===== config.mk =====
export PLATFORM = sky130hd
export DESIGN_NAME = song_reader
export DESIGN_NICKNAME = d
export VERILOG_FILES = /design/src/rtl/song_reader.sv
export SDC_FILE = /design/constraint.sdc
export NUM_CORES = 1
export LEC_CHECK = 0
export ABC_AREA = 1
export CAP_MARGIN = 25
export CORE_MARGIN = 3
export CORE_UTILIZATION = 48
export CTS_CLUSTER_SIZE = 12
export DETAILED_ROUTE_END_ITERATION = 8
export GPL_TIMING_DRIVEN = 0
export PLACE_DENSITY = 0.82
export RECOVER_POWER = 100
export SYNTH_ARGS = -nofsm -noshare
export SYNTH_HDL_FRONTEND = slang
export SYNTH_SLANG_ARGS = --single-unit
export TNS_END_PERCENT = 20

===== constraint.sdc =====
create_clock -name clk -period 3.7 [get_ports clk]
set_input_delay 1.11 -clock clk [delete_from_list [all_inputs] [get_ports clk]]
set_output_delay 1.11 -clock clk [all_outputs]
set_load 0.05 [all_outputs]

===== src/rtl/song_reader.sv =====
// Song ROM walker: fetches {note,duration} words and hands them to the note player.
// Optional SONG_READER_END_MARKER_EN: a zero duration word ends the song early.
module song_reader #(
  parameter int NOTE_BITS = 6,
  parameter int DUR_BITS  = 6,
  parameter int IDX_BITS  = 5
) (
  input  logic                          clk,
  input  logic                          reset,
  input  logic                          play,
  input  logic                          reset_play,
  input  logic [1:0]                    song,
  output logic                          song_done,
  output logic [IDX_BITS+1:0]           rom_addr,
  input  logic [NOTE_BITS+DUR_BITS-1:0] rom_data,
  output logic [NOTE_BITS-1:0]          note,
  output logic [DUR_BITS-1:0]           duration,
  output logic                          new_note,
  input  logic                          note_done
);

  typedef enum logic [2:0] {
    IDLE, FETCH, WAIT_ROM, ISSUE, WAIT_NOTE, ADVANCE, DONE
  } state_t;

  state_t state, state_nx;
  logic [IDX_BITS-1:0] index;
  logic [1:0] song_q;
  logic last;
  logic marker;
  logic restart;

  assign last    = &index;
  assign restart = reset | reset_play;

`ifdef SONG_READER_END_MARKER_EN
  assign marker = (rom_data[DUR_BITS-1:0] == '0);
`else
  assign marker = 1'b0;
`endif

  always_comb begin
    state_nx  = state;
    song_done = 1'b0;
    unique case (state)
      IDLE:      if (play) state_nx = FETCH;
      FETCH:     state_nx = WAIT_ROM;
      WAIT_ROM:  state_nx = ISSUE;
      ISSUE: begin
        if (marker) begin
          state_nx  = DONE;
          song_done = 1'b1;
        end else begin
          state_nx = WAIT_NOTE;
        end
      end
      WAIT_NOTE: if (note_done) state_nx = ADVANCE;
      ADVANCE: begin
        if (last) begin
          state_nx  = DONE;
          song_done = 1'b1;
        end else if (play) begin
          state_nx = FETCH;
        end else begin
          state_nx = IDLE;
        end
      end
      DONE:      state_nx = DONE;
      default:   state_nx = IDLE;
    endcase
    // a restart in the same cycle must never look like a song end
    if (restart) begin
      state_nx  = IDLE;
      song_done = 1'b0;
    end
  end

  always_ff @(posedge clk) begin
    if (restart) begin
      state    <= IDLE;
      index    <= '0;
      song_q   <= reset ? 2'b00 : song;
      rom_addr <= '0;
      note     <= '0;
      duration <= '0;
      new_note <= 1'b0;
    end else begin
      state    <= state_nx;
      new_note <= 1'b0;
      unique case (state)
        IDLE:    if (index == '0) song_q <= song;
        FETCH:   rom_addr <= {song_q, index};
        ISSUE: begin
          if (!marker) begin
            {note, duration} <= rom_data;
            new_note         <= 1'b1;
          end
        end
        ADVANCE: index <= last ? '0 : index + 1'b1;
        default: ;
      endcase
    end
  end

endmodule


**Word level (Yosys, flattened, before mapping)**

Cells that the tools add are included.

- Bits in registers: 30
- Bits in latches: 0
- Bits in writable memories: 0
- Bits in read-only memories: 0
- Word-level logic and storage cells: 38
- Memories kept: 0

- Add/sub/neg operators: 1
- Multiply operators: 0
- Div/mod/pow operators: 0
- $lt $le $gt $ge: 0
- Equality and inequality tests: 8
- Shift-type cells: 0
- Multiplexer cells: 14
- Bitwise logic cells: 1
- Reduce and logical (&&, ||, !) cells: 7

Operators by type and width:

| cell | number |
|---|---|
| one-hot mux 3 bit (7 select lines) | 1 |
| equality test 3 bit (second input constant) | 3 |
| 2-to-1 mux 3 bit | 3 |
| 2-to-1 mux 2 bit | 4 |
| equality test 3 x 2 -> 1 bit (second input constant) | 2 |
| adder 5 x 1 -> 5 bit (second input constant) | 1 |
| zero test 5 bit | 1 |
| 2-to-1 mux 1 bit | 5 |
| 2-to-1 mux 5 bit | 1 |
| AND reduction 5 bit | 1 |
| inequality test 2 bit (second input constant) | 2 |
| AND reduction 2 bit | 2 |
| nonzero test 2 bit | 2 |
| equality test 3 x 1 -> 1 bit (second input constant) | 1 |
| zero test 3 bit | 1 |
| OR 1 bit | 1 |

**Logic depth before layout (Yosys ltp)**

Gate-level depths: netlist of run 1.

- Depth in word-level cells: 4
- Gate-level depth with buffers: 9
- Depth with buffers taken out: 9

**Least setup slack after synthesis of run 1**

Ideal clock, no wire load.

- Path kind: input port to output port
- Start: input port reset_play
- End: output port song_done
- Arrival time: 2.004 ns
- Path slack: 0.586 ns
- Cell stages on the path: 3
- Cells stage by stage: nor2_4 -> inv_1 -> nor2_1

- Word-level cells in the longest chain between the ends: 2

Ends and longest elaborated chain:

| what | RTL line | text |
|---|---|---|
| from (decl) | 11 | `input logic reset_play,` |
| OR 1 bit | 34 | `assign restart = reset \| reset_play;` |
| 2-to-1 mux 1 bit | 72 | `if (restart) begin` |
| to (decl) | 13 | `output logic song_done,` |

Every way passes these cells.

**Worst setup path in the final report of run 1**

- Start: input port reset
- End: output port song_done

- Word-level cells in the longest chain between the ends: 2

Ends and longest elaborated chain:

| what | RTL line | text |
|---|---|---|
| from (decl) | 9 | `input logic reset,` |
| OR 1 bit | 34 |  |
| 2-to-1 mux 1 bit | 72 |  |

Every way passes these cells.

==> results of run 1 <==
area by class of cell:
class                           instances  area share
Sequential cell                        30       0.360
Clock inverter                          2     0.00581
Clock buffer                            6      0.0240
Timing Repair Buffer                   39       0.224
Multi-Input combinational cell        112       0.312
Inverter                               15      0.0327
Buffer                                  5      0.0218
Tap cell                               28      0.0203
Yosys cell counts, drive strengths merged:
cell type	instances	area [µm²]
a21oi	7	35.0
buf	4	33.8
clkbuf	1	3.75
dfxtp	28	561
edfxtp	2	60.1
ha	3	37.5
inv	15	56.3
nand2	18	70.1
nand3	6	42.5
nand4	1	6.26
nor2	54	230
o21ai	23	115
routing by layer:
layer / GRT usage / vias up
li1: - / 609
met1: 0.233 / 528
met2: 0.364 / 33
met3: 0.0837 / 6
met4: 0.0762 / 0
met5: 0 / -
flip-flops by register name (all words and copies together) (netlist names):
| signal | count |
|---|---|
| rom_addr | 7 |
| state | 3 |
| song_q | 2 |
| new_note | 1 |
| index | 5 |
| duration | 6 |
| note | 6 |
what timing repair did:
action / CTS / global route
hold endpoints to repair: 0 / 0
hold buffers: 0 / 0
setup endpoints to repair: 1 / 1
gates resized for setup: 2 / 1
worst paths after layout:
check                             start                       end  slack [ns]  depth (start not counted)
setup / recovery                  reset                 song_done        0.25                          5
hold / removal      song_q[1]$_DFFE_PP_  rom_addr[6]$_SDFFE_PN0P_        0.51                          2
setup reg to reg  index[0]$_SDFFE_PN0P_     state[0]$_SDFFE_PN0P_        2.29                          9
hold reg to reg     song_q[1]$_DFFE_PP_  rom_addr[6]$_SDFFE_PN0P_        0.51                          2
power by group through the flow:
stage	registers, mW	clock network [mW]	logic, mW
floorplan	0.349	0	0.0172
global placement	0.342	0	0.0539
detailed placement	0.342	0	0.0552
CTS	0.334	0.192	0.0556
global route	0.335	0.208	0.0589
finish	0.334	0.189	0.0544
stage by stage:
step / cell area, µm² / setup slack, ns / std cells
CTS: 1730 / 0.00458 / 237
finish: 1720 / 0.251 / 237
global route: 1720 / 0.165 / 237
detailed placement: 1680 / -0.295 / 229
floorplan: 1250 / 0.586 / 162
global placement: 1680 / -0.237 / 229
kinds of logic (layout without fill, tap and decap cells):
family	after synthesis	after routing
flip-flops	30	30
adder cells (fa/ha/maj)	3	3
AO/OA/AOI/OAI	30	30
AND/OR/NAND/NOR	79	79
buffers and inverters	20	67
tightest hold or removal path, delay by kind of cell (launching register included):
family,cells,cell delay [ns]
and+or+nand+nor,2,0.13
DFF,1,0.34
==> summary.md, run 1 <==
| Metric | Value |
|---|---|
| Power Total | roughly 0.58 mW |
| Die Area | roughly 3300 µm² |
| Initial DRC Count | 40 |
| Peak supply drop | roughly 390 µV |
| Hold Fails Final Rpt | 0 |
| Die X | 57.1 µm |
| Largest net degree at the start of global routing | 11 |
| Postcts setup bufs | 0 |
| Max Fanout on Critical Path | 7 |
| Pins Over Slew Limit | 0 |
| Final HPWL DP | between 2000 and 2500 µm |
| Reg power frac | 0.579 |
| Remaining DRCs | 0 |
| Adder-cell share of the synthesized area | 0.0300 |
| Total Routing Usage GR | 0.211 |
| RSZ-0062 raised after global routing | false |
| Final clock skew | a little over 0.009 ns |
| Post-synthesis cell type count | 20 |
| CP peak stage delay | between 0.4 and 0.5 ns |
| Final period utilization | 0.932 |
| Setup Total Neg Slack | 0 ns |
| Post-synthesis simple-gate area fraction | 0.279 |
| Min cycle time layout | roughly 3.4 ns |
| Clock-pin slew on the worst setup and hold paths | about 0.10 ns |
| Worst skew pair latency | 0.34 ns |
| NetSw | roughly 0.15 mW |
| Fill cell count | just under 200 |
| Least-Margin Pin Slew | 0.530 ns |
| RD Place Congestion | slightly above 0.8 |
| Highest Clock Rate | a little under 0.3 GHz |
| Combinational share of power | 0.094 |
| Clock Tree Buf Depth | 2 |
| Synth warn | 0 |
| Highest metal used | met4 |
| CTS tree | yes |
| Post-synthesis xor/xnor area fraction | 0 |
| Most frequent cells in the layout | nor2_1 (49), dfxtp_1 (28), o21ai_0 (22) |
| Flops & latches, synth | 30 |
| Arrival @ worst endpoint | about 2.3 ns |
| Final net count | 230 |
| Final core utilization | 0.736 |
| DR WL met3 | approximately 190 µm |
| Inserted Diodes | 0 |
| Total grt overflow | 0 |
| Reg area | 621 µm² |
| Htree depth | 2 |
| Detail Route met2 WL | between 1500 and 2000 µm |
| Port Buffer Count | 39 |
| Via count | 1176 |
| Final hold slack | around 0.51 ns |
| Power share of the clock group | 0.327 |
| Area Growth Syn to Fin | 37.7% |
| Worst-path cell chain | clkdlybuf4s50_1 -> nor2_4 -> inv_1 -> nor2_1 -> clkbuf_2 |
| CTS Buf Count | 5 |
| CP Launch Type | input pin |
| Starting density of the core | 0.535 |
| Worst min-delay path category | reg -> reg |
| Status | completed |
| Syn avg cell area | about 7.7 µm² |
| Multi-input logic area | between 500 and 600 µm² |
| Internal Pwr Total | 0.429 mW |
| Buf/Inv on CP | 3 |
| Most common cell after layout, fill and taps aside | nor2_1 |
| Rows | 17 |
| Cells after Synth | 162 |
| Slowest CP cell | clkdlybuf4s50_1 |
| Routed vias/inst | 4.96 |
| Post-Synthesis Net Count | around 180 |
| Initial antenna violation count | 0 |
| Root Driver | clkbuf_4 |
| Clock sink count | 30 |
| Main combinational cell family by area after synthesis | simple AND/OR/NAND/NOR gates |
| Compound-cell area share of the yosys netlist | 0.120 |
| Setup violations, final | 0 |
| Relative slew slack | 0.646 |
| Antenna Nets Post-Route | 0 |
| First-pass DRT Iterations | 4 |
| Worst Setup End Kind | output port |
| I/O pins | 40 |
| Post-Syn Area | 1250 µm² |
| PD cells | about 340 nW/µm² |
| Switching part of the total power | 0.257 |
| Met1 Wirelength | between 1000 and 1500 µm |
| Routed len/inst | 13.2 µm |
| Leakage power | slightly below 0.8 nW |
| First-pass GRT wire length | 5220 µm |
| CP top delay family | buffers and inverters |
| Total Routed Length | ~3100 µm |
| Die height | 57.1 µm |
| Critical path class | in -> out |
| Post-synthesis mux area share | 0 |
| Max Cap Viol | 0 |
| Sequential share of the synthesized area | 0.496 |
| Number of global-route vias before repair | ~1200 |
| WP data required | between 2 and 3 ns |
| Core area | 2340 µm² |
| Share of cells above drive strength 1 | 0.105 |
Note: power is estimated with default switching activity, not from simulation.
==> run 2, diff against run 1 <==
Settings changed: GPL_TIMING_DRIVEN 0 to not set.
==> summary.md, run 2 (same netlist as run 1, synthesis figures left out) <==
| Metric | Value |
|---|---|
| Initial antenna violation count | 0 |
| R2R setup slack | about 2.3 ns |
| Routed vias/inst | 5.00 |
| Arrival @ worst endpoint | approximately 2.3 ns |
| Slowest CP cell | dlygate4sd3_1 |
| Final period utilization | 0.919 |
| Die Area | approximately 3300 µm² |
| Top flop regs | rom_addr x7, duration x6, note x6 |
| Hold Crit Start | song_q[1]$_DFFE_PP_ |
| Htree depth | 2 |
| Largest reg by FF count | rom_addr |
| PD cells | ~330 nW/µm² |
| Postcts setup bufs | 0 |
| Status | completed |
| Post-route cell area | between 1500 and 2000 µm² |
| Number of global-route vias before repair | around 1100 |
| Core area | between 2000 and 2500 µm² |
| CTS Buf Count | 5 |
| Inserted Diodes | 0 |
| Area Growth Syn to Fin | 36.0% |
| Resized cells post-CTS | 0 |
| R2R cell count | 9 |
| Die height | 57.1 µm |
| First-pass DRT Iterations | 4 |
| Most frequent cells in the layout | nor2_1 (49), dfxtp_1 (28), o21ai_0 (22) |
| Clock Tree Buf Depth | 2 |
| Setup violations, final | 0 |
| Worst Setup End Kind | output port |
| Max FFs per register | 7 |
| CP peak stage delay | around 0.60 ns |
| WP data required | 2.59 ns |
| Buf/Inv on CP | 3 |
| R2r startpoint | index[0]$_SDFFE_PN0P_ |
| Relative slew slack | 0.437 |
| Critical path class | in -> out |
| Clock sink count | 30 |
| Final net count | ~230 |
| Final clock skew | roughly 0.0045 ns |
| Largest net degree at the start of global routing | 25 |
| Routed len/inst | 12.3 µm |
| Total Routing Usage GR | 0.192 |
| Worst min-delay path category | reg -> reg |
| Least-Margin Pin Slew | around 0.84 ns |
| Antenna Nets Post-Route | 0 |
| Final core utilization | 0.727 |
| FF-to-FF End | state[0]$_SDFFE_PN0P_ |
| Max Fanout on Critical Path | 5 |
| Hold Fails Final Rpt | 0 |
| Total grt overflow | 0 |
| Min cycle time layout | approximately 3.4 ns |
| Placed Area | approximately 1700 µm² |
| Hold_buf cts | 0 |
| Worst-path cell chain | dlygate4sd3_1 -> nor2_4 -> inv_1 -> nor2_1 -> buf_12 |
| Highest Clock Rate | 0.294 GHz |
| Rows | 17 |
| Share of cells above drive strength 1 | 0.0829 |
| Clock-pin slew on the worst setup and hold paths | 0.08 ns |
| Setup Total Neg Slack | 0 ns |
| Final HPWL DP | 2210 µm |
| Root Driver | clkbuf_4 |
| Max Cap Viol | 0 |
| Die X | 57.1 µm |
| Most common cell after layout, fill and taps aside | nor2_1 |
| CP top delay family | buffers and inverters |
| CTS tree | yes |
| RSZ-0062 raised after global routing | false |
| First-pass GRT wire length | about 5000 µm |
| Worst skew pair latency | about 0.32 ns |
| Total Routed Length | 2860 µm |
| Final hold slack | around 0.50 ns |
| RD Place Congestion | 0.826 |
| Hold Path Sink | rom_addr[6]$_SDFFE_PN0P_ |
| Via count | roughly 1200 |
| Leakage power | a little under 0.8 nW |
| CP Launch Type | input pin |
| Initial DRC Count | 18 |
| I/O pins | 40 |
| Remaining DRCs | 0 |
| Pins Over Slew Limit | 0 |
| Peak supply drop | approximately 300 µV |
| Port Buffer Count | 39 |
| Starting density of the core | 0.535 |
| Power Total | 0.568 mW |
| Hold path depth | 2 |
==> run 2: changes by cell type in the layout (fill, tap and decap cells not counted), sizes merged <==
cell	before	now
clkinv	2	0
buf	3	1
==> run 2: layer usage <==
layer	vias up	track usage	wire length, µm
li1	596	-	-
met1	524	0.234	1190
met2	37	0.313	1420
met3	7	0.0520	170
met4	0	0.0894	77
met5	-	0	0
==> run 2: worst max-delay path by stage <==
stage,startpoint,endpoint,depth (start not counted)
after floorplan,reset_play,song_done,3
after global placement,reset,song_done,5
after detailed placement,reset,song_done,5
after CTS,reset,song_done,5
after global routing,reset,song_done,5
final,reset,song_done,5
==> run 2: where the power goes <==
group / internal (mW) / switching, mW
combinational: 0.0252 / 0.0282
sequential: 0.331 / 0.00324
clock: 0.0756 / 0.105
==> run 2: worst register-to-register path: stages, from the launching register on <==
cell and delay, ns:
dfxtp_1 0.35, ha_1 0.24, nand2_1 0.08, nor2_1 0.04, ha_1 0.18, inv_1 0.06
nand2_1 0.06, o21ai_0 0.16, nand2_1 0.07, nor2_1 0.09
==> run 2: cell type report <==
type	instances	area (µm²)
timing repair buffer	40	404
fill	183	638
clock buffer	8	48.8
inverter	15	56.3
tap	28	35.0
multi-input combinational	112	537
sequential	30	621
==> run 2: metrics by stage <==
| step | std cells | setup slack [ns] |
|---|---|---|
| after global placement | 225 | 0.433 |
| after CTS | 233 | 0.412 |
| after floorplan | 162 | 0.586 |
| after detailed placement | 225 | 0.414 |
| final | 233 | 0.300 |
| after global routing | 233 | 0.230 |
